===== config.mk =====
export PLATFORM = sky130hd
export DESIGN_NAME = dds_sweep_ctrl
export DESIGN_NICKNAME = d
export VERILOG_FILES = /design/src/rtl/dds_pkg.sv /design/src/rtl/dds_dwell_cnt.sv /design/src/rtl/dds_sweep_ctrl.sv
export SDC_FILE = /design/constraint.sdc
export NUM_CORES = 1
export LEC_CHECK = 0
export ABC_AREA = 1
export CAP_MARGIN = 40
export CORE_AREA = 5 5 142 131
export CTS_CLUSTER_DIAMETER = 150
export DETAILED_ROUTE_END_ITERATION = 10
export DIE_AREA = 0 0 147 136
export MAX_ROUTING_LAYER = met4
export PLACE_DENSITY = 0.75
export SETUP_SLACK_MARGIN = 0.2
export SKIP_LAST_GASP = 1
export SLEW_MARGIN = 40
export SYNTH_ARGS = -nofsm -noshare
export SYNTH_HDL_FRONTEND = slang
export SYNTH_HIERARCHICAL = 1
export SYNTH_SLANG_ARGS = --single-unit
export TNS_END_PERCENT = 5

===== constraint.sdc =====
create_clock -name sys_clk -period 3.45 [get_ports sys_clk]
set_input_delay 0.69 -clock sys_clk [delete_from_list [all_inputs] [get_ports sys_clk]]
set_output_delay 0.69 -clock sys_clk [all_outputs]
set_load 0.02 [all_outputs]

===== src/rtl/dds_pkg.sv =====
// dds_pkg: shared state encoding and widths for the DDS sweep controller.
//   Exports: FW_W_DEF (default tuning word width), STEP_SH_W (step_sel width),
//   S_IDLE..S_DONE state codes and the state_t enum built from them.
package dds_pkg;
   localparam int unsigned FW_W_DEF  = 32;
   localparam int unsigned STEP_SH_W = 2;
   localparam logic [2:0] S_IDLE  = 3'd0;
   localparam logic [2:0] S_UPD   = 3'd1;
   localparam logic [2:0] S_DWELL = 3'd2;
   localparam logic [2:0] S_PAUSE = 3'd3;
   localparam logic [2:0] S_DONE  = 3'd4;
   typedef enum logic [2:0] {
      ST_IDLE  = S_IDLE,
      ST_UPD   = S_UPD,
      ST_DWELL = S_DWELL,
      ST_PAUSE = S_PAUSE,
      ST_DONE  = S_DONE
   } state_t;
endpackage


===== src/rtl/dds_dwell_cnt.sv =====
// dds_dwell_cnt: dwell-time counter with clear/enable/hold and terminal count.
//   sys_clk, sys_rst_n : clock, async active-low reset
//   clr_i              : synchronous clear to 0 (highest priority)
//   en_i               : count up by one this cycle
//   hold_i             : freeze the count even if en_i is set
//   cnt_o              : current count
//   tc_o               : high while cnt_o == DWELL_MAX
module dds_dwell_cnt #(
   parameter int unsigned DWELL_MAX = 4_999_999,
   localparam int unsigned CNT_W = (DWELL_MAX > 0) ? $clog2(DWELL_MAX + 1) : 1
) (
   input  logic             sys_clk,
   input  logic             sys_rst_n,
   input  logic             clr_i,
   input  logic             en_i,
   input  logic             hold_i,
   output logic [CNT_W-1:0] cnt_o,
   output logic             tc_o
);
   logic [CNT_W-1:0] cnt_q, cnt_d;

   assign cnt_d = clr_i ? '0 : (en_i && !hold_i) ? cnt_q + 1'b1 : cnt_q;
   assign cnt_o = cnt_q;
   assign tc_o  = cnt_q == CNT_W'(DWELL_MAX);

   always_ff @(posedge sys_clk or negedge sys_rst_n) begin
      if (!sys_rst_n) cnt_q <= '0;
      else            cnt_q <= cnt_d;
   end
endmodule


===== src/rtl/dds_sweep_ctrl.sv =====
// dds_sweep_ctrl: linear DDS tuning-word sweep between F_START and F_STOP,
// dwelling DWELL_MAX+1 cycles per step, single-shot or triangle loop.
//   sys_clk, sys_rst_n : clock, async active-low reset
//   key_run            : pulse - start (idle) / pause (dwell) / resume (pause)
//   key_abort          : pulse - return to idle (deferred until an open transfer completes)
//   loop_en            : level - triangle loop at the top endpoint instead of finishing
//   step_sel           : step = F_STEP << step_sel, latched at start
//   freq_word/vld/rdy  : valid/ready hand-off of the tuning word to the DDS
//   sweep_busy         : high outside idle
//   sweep_done         : one-cycle pulse when a single-shot sweep finishes
module dds_sweep_ctrl
   import dds_pkg::*;
#(
   parameter int unsigned     FW_W      = FW_W_DEF,
   parameter int unsigned     DWELL_MAX = 4_999_999,
   parameter logic [FW_W-1:0] F_START   = 32'd858_993,
   parameter logic [FW_W-1:0] F_STOP    = 32'd85_899_346,
   parameter logic [FW_W-1:0] F_STEP    = 32'd858_993
) (
   input  logic                 sys_clk,
   input  logic                 sys_rst_n,
   input  logic                 key_run,
   input  logic                 key_abort,
   input  logic                 loop_en,
   input  logic [STEP_SH_W-1:0] step_sel,
   output logic [FW_W-1:0]      freq_word,
   output logic                 freq_vld,
   input  logic                 freq_rdy,
   output logic                 sweep_busy,
   output logic                 sweep_done
);
   state_t          state_q, state_d;
   logic [FW_W-1:0] word_q, word_d, step_q, step_d, up_w, dn_w;
   logic            dir_q, dir_d, abort_q, abort_d, tc;
   logic [FW_W:0]   sum, diff;

   // One extra bit so the clamp sees overflow/borrow instead of a wrapped word.
   assign sum  = {1'b0, word_q} + {1'b0, step_q};
   assign diff = {1'b0, word_q} - {1'b0, step_q};
   assign up_w = (sum > {1'b0, F_STOP}) ? F_STOP : sum[FW_W-1:0];
   assign dn_w = (diff[FW_W] || diff[FW_W-1:0] < F_START) ? F_START : diff[FW_W-1:0];

   always_comb begin
      state_d = state_q;
      word_d  = word_q;
      dir_d   = dir_q;
      step_d  = step_q;
      abort_d = abort_q;
      case (state_q)
         ST_IDLE: if (key_run && !key_abort) begin
            step_d  = F_STEP << step_sel;
            word_d  = F_START;
            dir_d   = 1'b1;
            abort_d = 1'b0;
            state_d = ST_UPD;
         end
         ST_UPD: begin
            // Abort must not break an open handshake; remember it until transfer.
            abort_d = abort_q || key_abort;
            if (freq_rdy) begin
               abort_d = 1'b0;
               state_d = (abort_q || key_abort) ? ST_IDLE : ST_DWELL;
               word_d  = (abort_q || key_abort) ? F_START : word_q;
            end
         end
         ST_DWELL: begin
            if (key_abort) begin
               state_d = ST_IDLE;
               word_d  = F_START;
            end else if (key_run) begin
               state_d = ST_PAUSE;
            end else if (tc) begin
               state_d = ST_UPD;
               if (dir_q && word_q == F_STOP) begin
                  dir_d   = !loop_en;
                  word_d  = loop_en ? dn_w : F_START;
                  state_d = loop_en ? ST_UPD : ST_DONE;
               end else if (!dir_q && word_q == F_START) begin
                  dir_d  = 1'b1;
                  word_d = up_w;
               end else begin
                  word_d = dir_q ? up_w : dn_w;
               end
            end
         end
         ST_PAUSE: begin
            state_d = key_abort ? ST_IDLE : key_run ? ST_DWELL : ST_PAUSE;
            word_d  = key_abort ? F_START : word_q;
         end
         ST_DONE: state_d = ST_IDLE;
         default: begin
            state_d = ST_IDLE;
            word_d  = F_START;
         end
      endcase
   end

   always_ff @(posedge sys_clk or negedge sys_rst_n) begin
      if (!sys_rst_n) begin
         state_q <= ST_IDLE;
         word_q  <= F_START;
         dir_q   <= 1'b1;
         step_q  <= F_STEP;
         abort_q <= 1'b0;
      end else begin
         state_q <= state_d;
         word_q  <= word_d;
         dir_q   <= dir_d;
         step_q  <= step_d;
         abort_q <= abort_d;
      end
   end

   // Count only on cycles that stay in DWELL, so the pause and resume cycles
   // leave the count untouched; anything outside DWELL/PAUSE restarts at 0.
   dds_dwell_cnt #(.DWELL_MAX(DWELL_MAX)) u_dwell (
      .sys_clk  (sys_clk),
      .sys_rst_n(sys_rst_n),
      .clr_i    (!(state_d inside {ST_DWELL, ST_PAUSE})),
      .en_i     (state_q == ST_DWELL && state_d == ST_DWELL),
      .hold_i   (state_q == ST_PAUSE),
      .cnt_o    (),
      .tc_o     (tc)
   );

   assign freq_word  = word_q;
   assign freq_vld   = state_q == ST_UPD;
   assign sweep_busy = state_q != ST_IDLE;
   assign sweep_done = state_q == ST_DONE;
endmodule


* After elaboration in Yosys (flattened, before gate mapping) *
Cells that the tools add are included.

storage, ports and cells
  word-level logic and storage cells = 90
  bits of input ports = 8
  output and inout bits = 35
  bits in registers = 92

operators by class
  $lt $le $gt $ge = 2
  muxes and demuxes = 37
  equality and inequality tests = 20
  bitwise operators = 1
  add/subtract/negate cells = 3
  reduce and logical (&&, ||, !) cells = 20
  shift operators = 1

operators with widths
  operator               number
  $mux 32                13
  $pmux 32 s5            1
  $mux 23                2
  $add 32x32->33         1
  $gt 33x27->1 const B   1
  $sub 32x32->33         1
  $eq 32x20->1 const B   1
  $eq 32x27->1 const B   1
  $lt 32x20->1 const B   1
  $shl 20x2->32 const A  1
  $add 23x1->23 const B  1
  $eq 23x23->1 const B   1
  $mux 3                 7
  $eq 3x2->1 const B     4
  $pmux 3 s4             1
  $ne 2x2->1 const B     5
  $mux 1                 9
  $ne 3x3->1 const B     3
  $reduce_and 7->1       1
  $ne 2x1->1 const B     3
  $reduce_and 6->1       1
  $reduce_bool 2->1      3
  $logic_and 1x1->1      5
  $logic_not 1->1        4
  other kinds (9)        13

* Depth between registers and ports, before layout *
Gate-level depths: netlist (run 1).

  depth in word-level cells = 12
  mapped depth = 28
  depth with buffers taken out = 26

* Cells and area by module *
The synthesis (run 1) kept the hierarchy.

modules (own cells, without submodules)
  module          instances  cells each  area each (um2)  sequential area each (um2)
  dds_sweep_ctrl  1          1403        7713.6           1248.7
  dds_dwell_cnt   1          215         1428.9           575.6

* Worst setup path after synthesis (run 1) *
OpenSTA, ideal clock, no wires.

  path kind = register to register
  start point = register word_q[0] (netlist: freq_word[0])
  end point = register word_q[20] (netlist: freq_word[20])
  setup time = 0.117 ns
  clock period less this slack = 2.874 ns
  stages on the path, launching flop included = 26
  path buffers = 1
  setup slack = 0.576 ns
  data required time = 3.333 ns
  arrival = 2.757 ns
  cell sequence = dfstp_2 inv_1 ha_1 inv_1 fa_1 inv_1 nand2_1 nor2_1 nand3_1 nand2_1 inv_1 nand3_1 nand2_1 nand2_1 nand2_1 nand2_1 nand2_1 nand2_1 nand3_2 nand2_4 inv_4 buf_6 nand2_1 a21oi_1 nand2_1 nand2_1

on the way
  word-level cells in the longest chain between the ends = 11
  elaborated cells on any way between the ends = 19
  classes of those cells = add/sub: 2; order compare: 2; eq/ne: 2; mux: 10; reduce/logical: 3

ends and longest elaborated chain
  what                      line                   text
  start: declaration        dds_sweep_ctrl.sv:33   logic [FW_W-1:0] word_q, word_d, step_q, step_d, up_w, dn_w;
  start signal: assignment  dds_sweep_ctrl.sv:107  word_q <= word_d;
  $sub 32x32->33            dds_sweep_ctrl.sv:39   assign diff = {1'b0, word_q} - {1'b0, step_q};
  $lt 32x20->1              dds_sweep_ctrl.sv:41   assign dn_w = (diff[FW_W] || diff[FW_W-1:0] < F_START) ? F_START : diff[FW_W-1:0];
  $logic_or 1x1->1          dds_sweep_ctrl.sv:41
  $mux 32                   dds_sweep_ctrl.sv:41
  $mux 32                   dds_sweep_ctrl.sv:82   word_d = dir_q ? up_w : dn_w;
  $mux 32                   dds_sweep_ctrl.sv:78   end else if (!dir_q && word_q == F_START) begin
  $mux 32 (*)               dds_sweep_ctrl.sv:74   if (dir_q && word_q == F_STOP) begin
  $mux 32 (*)               dds_sweep_ctrl.sv:72   end else if (tc) begin
  $mux 32 (*)               dds_sweep_ctrl.sv:70   end else if (key_run) begin
  $mux 32 (*)               dds_sweep_ctrl.sv:67   if (key_abort) begin
  $pmux 32 s5 (*)           dds_sweep_ctrl.sv:49   case (state_q)

Mark *: on every way between the ends. The rest lies on a longest branch, timed or not. The select of a mux whose other input is x is not followed.
A chain may end at the register's enable or synchronous reset.

* Worst setup path after layout (run 1) *
  start point = register step_q[16]
  end point = register word_q[16] (netlist: freq_word[16])

on the way
  word-level cells in the longest chain between the ends = 11
  elaborated cells on any way between the ends = 15
  classes of those cells = add/sub: 2; order compare: 2; mux: 10; reduce/logical: 1

ends and longest elaborated chain
  what                      line                   text
  start: declaration        dds_sweep_ctrl.sv:33
  start signal: assignment  dds_sweep_ctrl.sv:109  step_q <= step_d;
  $sub 32x32->33            dds_sweep_ctrl.sv:39
  $lt 32x20->1              dds_sweep_ctrl.sv:41
  $logic_or 1x1->1          dds_sweep_ctrl.sv:41
  $mux 32                   dds_sweep_ctrl.sv:41
  $mux 32                   dds_sweep_ctrl.sv:82
  $mux 32                   dds_sweep_ctrl.sv:78
  $mux 32 (*)               dds_sweep_ctrl.sv:74
  $mux 32 (*)               dds_sweep_ctrl.sv:72
  $mux 32 (*)               dds_sweep_ctrl.sv:70
  $mux 32 (*)               dds_sweep_ctrl.sv:67
  $pmux 32 s5 (*)           dds_sweep_ctrl.sv:49

Marks and branches as above.

==> impl_metrics.ini, run 1 <==
[run_status]
run_status = complete, no violations

[route]
drt_drc_violations_left = 0
avgRoutedWirePerCell_um = 18.3
detail_route.vias_per_cell = 5.56
drt_first_iter_violations = 1319
first_pass_iters = 6
remaining_antenna_violation_count = 0
wirelength_mm = 36.8
via_count = 11200

[synthesis]
syn-cell-area_um2 = 9140
synth_edf_count = 0
syn-num-nets = 1683
synth_ff_type = sky130_fd_sc_hd__dfrtp_1
synth.top_cells.by_count = 577 x sky130_fd_sc_hd__nand2_1, 245 x sky130_fd_sc_hd__inv_1, 195 x sky130_fd_sc_hd__nor2_1
syn_inst = 1618
cell_with_the_most_instances_after_synthesis = sky130_fd_sc_hd__nand2_1
synth_top_cell_area_share = 0.237
synth_seq_cells = 72
synth.area.top_cells = sky130_fd_sc_hd__nand2_1 24%, sky130_fd_sc_hd__dfrtp_1 15%, sky130_fd_sc_hd__inv_1 10%
syn_area_per_cell_um2 = 5.65
async_flop_share = 1.00
ys.warnings.count = 6
yosysTopAreaCell = sky130_fd_sc_hd__nand2_1
synth_sequential_area_ratio = 0.200
yosys.cell_types.count = 51

[sta]
finalMaxSlewViolations = 0
timing.final.hold_violations = 0
finalSetupTns_ps = 0
slew_headroom = 0.537
min_period_ps = 3300
hold_slack_ps = 355
postLayoutSetupSlackWorst_ps = 150
achievable-frequency_ghz = 0.303
fin_skew_ps = 9.75
unrepaired_setup_endpoints_after_global_routing = yes
worst_pin_slew_ps = 695
setup-violations-final = 0
final.period_utilization = 0.957

[pwr]
leakagePower_nw = 6.23
max-vdd-ir-drop_mv = 0.497
power_per_cell_area_nw_per_um2 = 770
p_total_mw = 8.99

[setup_path]
timing.critical_path.fanout_max = 8
setup.worst_path.end_class = register
worstReg2RegStart = step_q[16]
critPathLaunchType = register
worst_ep_arrival_time_ps = 3570
timing.rr.end = freq_word[16]
worst_r2r_path_depth = 19
setup.worst_path.class = reg -> reg
reg2reg_slack_ps = 150
worst-endpoint-required_ps = 3720
cp-startpoint = step_q[16]

[cts]
clk_root_buf = sky130_fd_sc_hd__clkbuf_16
path_clk_slew_ps = 60
numCtsBuffers = 9
cts_sinks = 72
worst_case_clock_buffer_depth = 2
clock_tree_from_tritoncts = built
cts.hold.buffers_added = 0
clk-insertion-delay-late_ps = 340
htree_num_levels = 3

[floorplan]
die_h_um = 136
die_width_um = 147
die-area_um2 = 20000
initial_core_util = 0.535
placeableCoreArea_um2 = 17100
design.portCount = 43
fp-row-count = 46

[grt]
globalRouteOverflowTotal = 0
first_pass_grt_wire_length_mm = 55.4
grt_antenna_before_repair = 0
grt_max_degree = 73
globalRouteTotalUtil = 0.369
number_of_global_route_vias_before_repair = 10200

[finish]
diodes = 0
syn_to_final_growth_pct = 27.7
layout.core_utilization = 0.683
filler_cell_count = 1608
final_cell_area_um2 = 11700
post_route_cells_drive_above_1_share = 0.197
num-nets-final = 1853
multiInputGateArea_um2 = 6660
final-seq-area_um2 = 1830
instances_no_fill = 2009

[placement]
detailed_place_hpwl_mm = 29.7
finalWeightedCongestion = 1.08
dpl_cell_area_um2 = 10700
post-place-ws_ps = -42.1
portBuffers = 42
dp_cells = 1985

[min_path]
hp-class = in -> async

[flow_run]
maxCapViolations = 0
-- logic make-up (layout without fill, tap and decap cells) --
logic type	after synthesis	after routing	synth area share
adders and majority gates	57	57	0.0796
xor gates and xnor gates	22	22	0.0219
DFF	72	72	0.200
buffers and inverters	291	466	0.132
AOI/OAI and AO/OA	159	159	0.0942
and+or+nand+nor	1017	1017	0.473
-- placed cells by master, fill, tap and decap left out, drive strengths merged, types with 6 or more instances in the layout --
cell type      synthesis  layout
buf                   30     155
or2                    6       6
clkbuf                 8      12
xor2                  21      21
nand3b                 7       7
inv                  250     250
dfstp                 18      18
ha                    55      55
nor3                  23      23
nand4                 30      30
nand2                588     588
nor4                  10      10
dfrtp                 54      54
nand3                131     131
o21ai                 54      54
a21oi                 88      88
clkdlybuf4s50          0      41
nor2                 214     214
o21bai                 8       8
-- power breakdown --
part | switching [mW] | leakage (nW) | internal [mW] | total, mW
Clock | 0.386 | 0.152 | 0.652 | 1.04
Sequential | 0.0830 | 0.930 | 0.970 | 1.05
Combinational | 4.35 | 5.15 | 2.55 | 6.90
Total | 4.82 | 6.23 | 4.17 | 8.99
-- critical path: stages (launching register included) --
cell and delay [ps]:
sky130_fd_sc_hd__dfstp_2 640, sky130_fd_sc_hd__inv_4 80, sky130_fd_sc_hd__ha_4 300, sky130_fd_sc_hd__nor2_1 140, sky130_fd_sc_hd__buf_4 130, sky130_fd_sc_hd__nand3_1 100, sky130_fd_sc_hd__nand3_4 140, sky130_fd_sc_hd__nand3_1 170
sky130_fd_sc_hd__nand3_1 140, sky130_fd_sc_hd__nand2_1 50, sky130_fd_sc_hd__nand2_1 180, sky130_fd_sc_hd__nand3_1 100, sky130_fd_sc_hd__a21oi_1 240, sky130_fd_sc_hd__nand3_2 130, sky130_fd_sc_hd__nand2_4 160, sky130_fd_sc_hd__buf_6 150
sky130_fd_sc_hd__nand2_1 70, sky130_fd_sc_hd__nand2_1 80, sky130_fd_sc_hd__nand2_1 70, sky130_fd_sc_hd__a21oi_2 130
-- worst max-delay path by stage --
stage	slack, ps	cells after the start	to
2_1_floorplan	580	25	freq_word[20]
3_3_place_gp	-30	21	freq_word[18]
3_5_place_dp	-40	22	freq_word[20]
4_1_cts	190	24	freq_word[16]
5_1_grt	-20	23	freq_word[16]
6_report	150	19	freq_word[16]
-- layout make-up --
class / instances / share of cell area
multi-input cells: 1255 / 0.570
flip-flops and latches: 72 / 0.156
repair buffers: 197 / 0.140
inverters: 253 / 0.0820
well taps: 216 / 0.0232
clock buffers: 11 / 0.0208
clock inverters: 5 / 0.00686
-- per-layer routing --
layer | vias up | track usage | wire length (um)
li1 | 5393 | - | -
met1 | 5140 | 0.496 | 15600
met2 | 559 | 0.568 | 16200
met3 | 85 | 0.0733 | 3910
met4 | 0 | 0.109 | 1140
met5 | - | - | 0
-- state kept, by name (all words and copies together) (netlist names) --
register       cells
u_dwell/cnt_o     23
freq_word         32
dir_q              1
state_q            3
abort_q            1
step_q            12
-- repair_timing --
item                                    in CTS  in global routing
gates cloned                                 0                  1
resized for setup                           57                 87
pin swaps                                    1                 24
endpoints found under the hold margin        0                  0
setup buffers                                0                  7
endpoints found under the setup margin      27                 55
No activity file was read; power rests on OpenSTA's default activity.
==> run 2: changes to the inputs <==
- SKIP_CTS_REPAIR_TIMING: unset -> 1
==> run 2 against run 1 <==
Net effect:
- sequential share of layout area barely moved
- utilization fell by 0.16 points
- count of clock-buffer cells in the layout unchanged
- flip-flop and latch count unchanged
- critical path depth up 3
- clock power is essentially flat
- first-iteration DRC count is 5.2% lower
==> impl_metrics.ini, run 2 (same netlist as run 1, synthesis figures left out) <==
[finish]
instances_no_fill = 2010
post_route_cells_drive_above_1_share = 0.201
filler_cell_count = 1606
final_common_cell = sky130_fd_sc_hd__nand2_1
syn_to_final_growth_pct = 27.4
final_cell_area_um2 = 11600
num-nets-final = 1854
layout.core_utilization = 0.681
diodes = 0
largest_register_ff_count = 32
mostFrequentLayoutCells = 530 x sky130_fd_sc_hd__nand2_1, 239 x sky130_fd_sc_hd__inv_1, 174 x sky130_fd_sc_hd__nor2_1

[grt]
globalRouteOverflowTotal = 0
first_pass_grt_wire_length_mm = 54.7
grt_max_degree = 73
number_of_global_route_vias_before_repair = 10100
globalRouteTotalUtil = 0.365
grt_antenna_before_repair = 0

[floorplan]
design.portCount = 43
die_width_um = 147
placeableCoreArea_um2 = 17100
initial_core_util = 0.535
fp-row-count = 46
die-area_um2 = 20000
die_h_um = 136

[pwr]
leakagePower_nw = 6.25
seqPwrFrac = 0.116
power_per_cell_area_nw_per_um2 = 773
clock_power_share = 0.115
power_report.internal_total_mw = 4.15
switching_power_mw = 4.86
combPwrFrac = 0.769
max-vdd-ir-drop_mv = 0.511
power.switching_fraction = 0.540
p_total_mw = 9.00

[setup_path]
worstReg2RegStart = step_q[16]
cp-startpoint = step_q[16]
critPathLaunchType = register
worst_ep_arrival_time_ps = 3620
critical_path_buf_inv_count = 4
timing.critical_path.fanout_max = 8
library_cell_contributing_the_largest_single_delay_on_the_critical_path = sky130_fd_sc_hd__dfstp_2
worst-endpoint-required_ps = 3720
cp_cell_sequence = clkinvlp_4, ha_4, buf_4, a21oi_4, nor2_1, nor2_1, nand2_2, nand2_2, nand2_4, nand2_2, nand2_1, nand2_1, nand2_1, nor2_1, nand2_1, nor2_2, nand3_2, buf_4, buf_4, nand3_1, a21oi_1, a21oi_2
setup.worst_path.end_class = register
critPathMostFrequentCell = sky130_fd_sc_hd__nand2_1
cp_top_family = simple AND/OR/NAND/NOR gates
setup.worst_path.class = reg -> reg
critPathMaxStageDelay_ps = 600

[placement]
detailed_place_hpwl_mm = 29.7
dpl_cell_area_um2 = 10700
finalWeightedCongestion = 1.08
portBuffers = 42
dp_cells = 1985

[flow_run]
maxCapViolations = 0

[route]
drt_first_iter_violations = 1250
via_count = 11300
avgRoutedWirePerCell_um = 18.4
drt_drc_violations_left = 0
detail_route.vias_per_cell = 5.61
remaining_antenna_violation_count = 0
wirelength_mm = 37.0
first_pass_iters = 6

[cts]
clock_tree_from_tritoncts = built
htree_num_levels = 3
numCtsBuffers = 9
worst_case_clock_buffer_depth = 2
path_clk_slew_ps = 60
clk-insertion-delay-late_ps = 340
clk_root_buf = sky130_fd_sc_hd__clkbuf_16
cts_sinks = 72

[sta]
setup-violations-final = 0
achievable-frequency_ghz = 0.299
fin_skew_ps = 8.09
min_period_ps = 3350
timing.final.hold_violations = 0
unrepaired_setup_endpoints_after_global_routing = yes
slew_headroom = 0.529
finalSetupTns_ps = 0
final.period_utilization = 0.970
worst_pin_slew_ps = 706
finalMaxSlewViolations = 0

[min_path]
hp-class = in -> async

[run_status]
run_status = complete, no violations
run 2: cell count changes in the layout (fill, tap and decap cells not counted), sizes merged:
| cell | previous run | this run |
|---|---|---|
| clkinvlp | 2 | 3 |
| inv | 250 | 249 |
| buf | 155 | 156 |
run 2: layout make-up:
cell class | instances | area, um^2 | share of cell area
inverter | 253 | 961 | 0.0825
timing repair buffer | 198 | 1650 | 0.142
clock buffer | 11 | 243 | 0.0208
tap | 216 | 270 | 0.0232
multi-input combinational | 1255 | 6610 | 0.568
clock inverter | 5 | 80.1 | 0.00688
sequential | 72 | 1820 | 0.157
run 2: path summary, 6_finish.rpt:
kind | endpoint | slack [ps] | cells after the start
worst max-delay path | freq_word[16] | 100 | 22
worst min-delay path | freq_word[31] | 360 | 1
worst max register to register | freq_word[16] | 100 | 22
worst min register to register | abort_q | 500 | 2
max in group asynchronous | abort_q | 2580 | 1
min in group sys_clk | abort_q | 500 | 2
run 2: metrics by stage:
stage               setup WS, ps  hold WS (ps)
finish                       102           356
global route               -72.3           406
CTS                         -173           386
detailed placement         -42.1           485
global placement           -28.6           479
floorplan                    576           394
run 2: layer usage:
metal	track usage	wire length (um)	up-vias
met1	0.489	15400	5185
met5	-	0	-
li1	-	-	5399
met2	0.565	16400	628
met3	0.0723	4220	70
met4	0.101	992	0
run 2: power by group through the flow:
stage,registers [mW],logic (mW),clock network (mW)
after CTS,1.04,6.08,1.04
after floorplan,1.05,3.61,0
after detailed placement,1.05,6.03,0
final,1.05,6.93,1.03
after global routing,1.06,7.42,1.07
after global placement,1.05,6.01,0
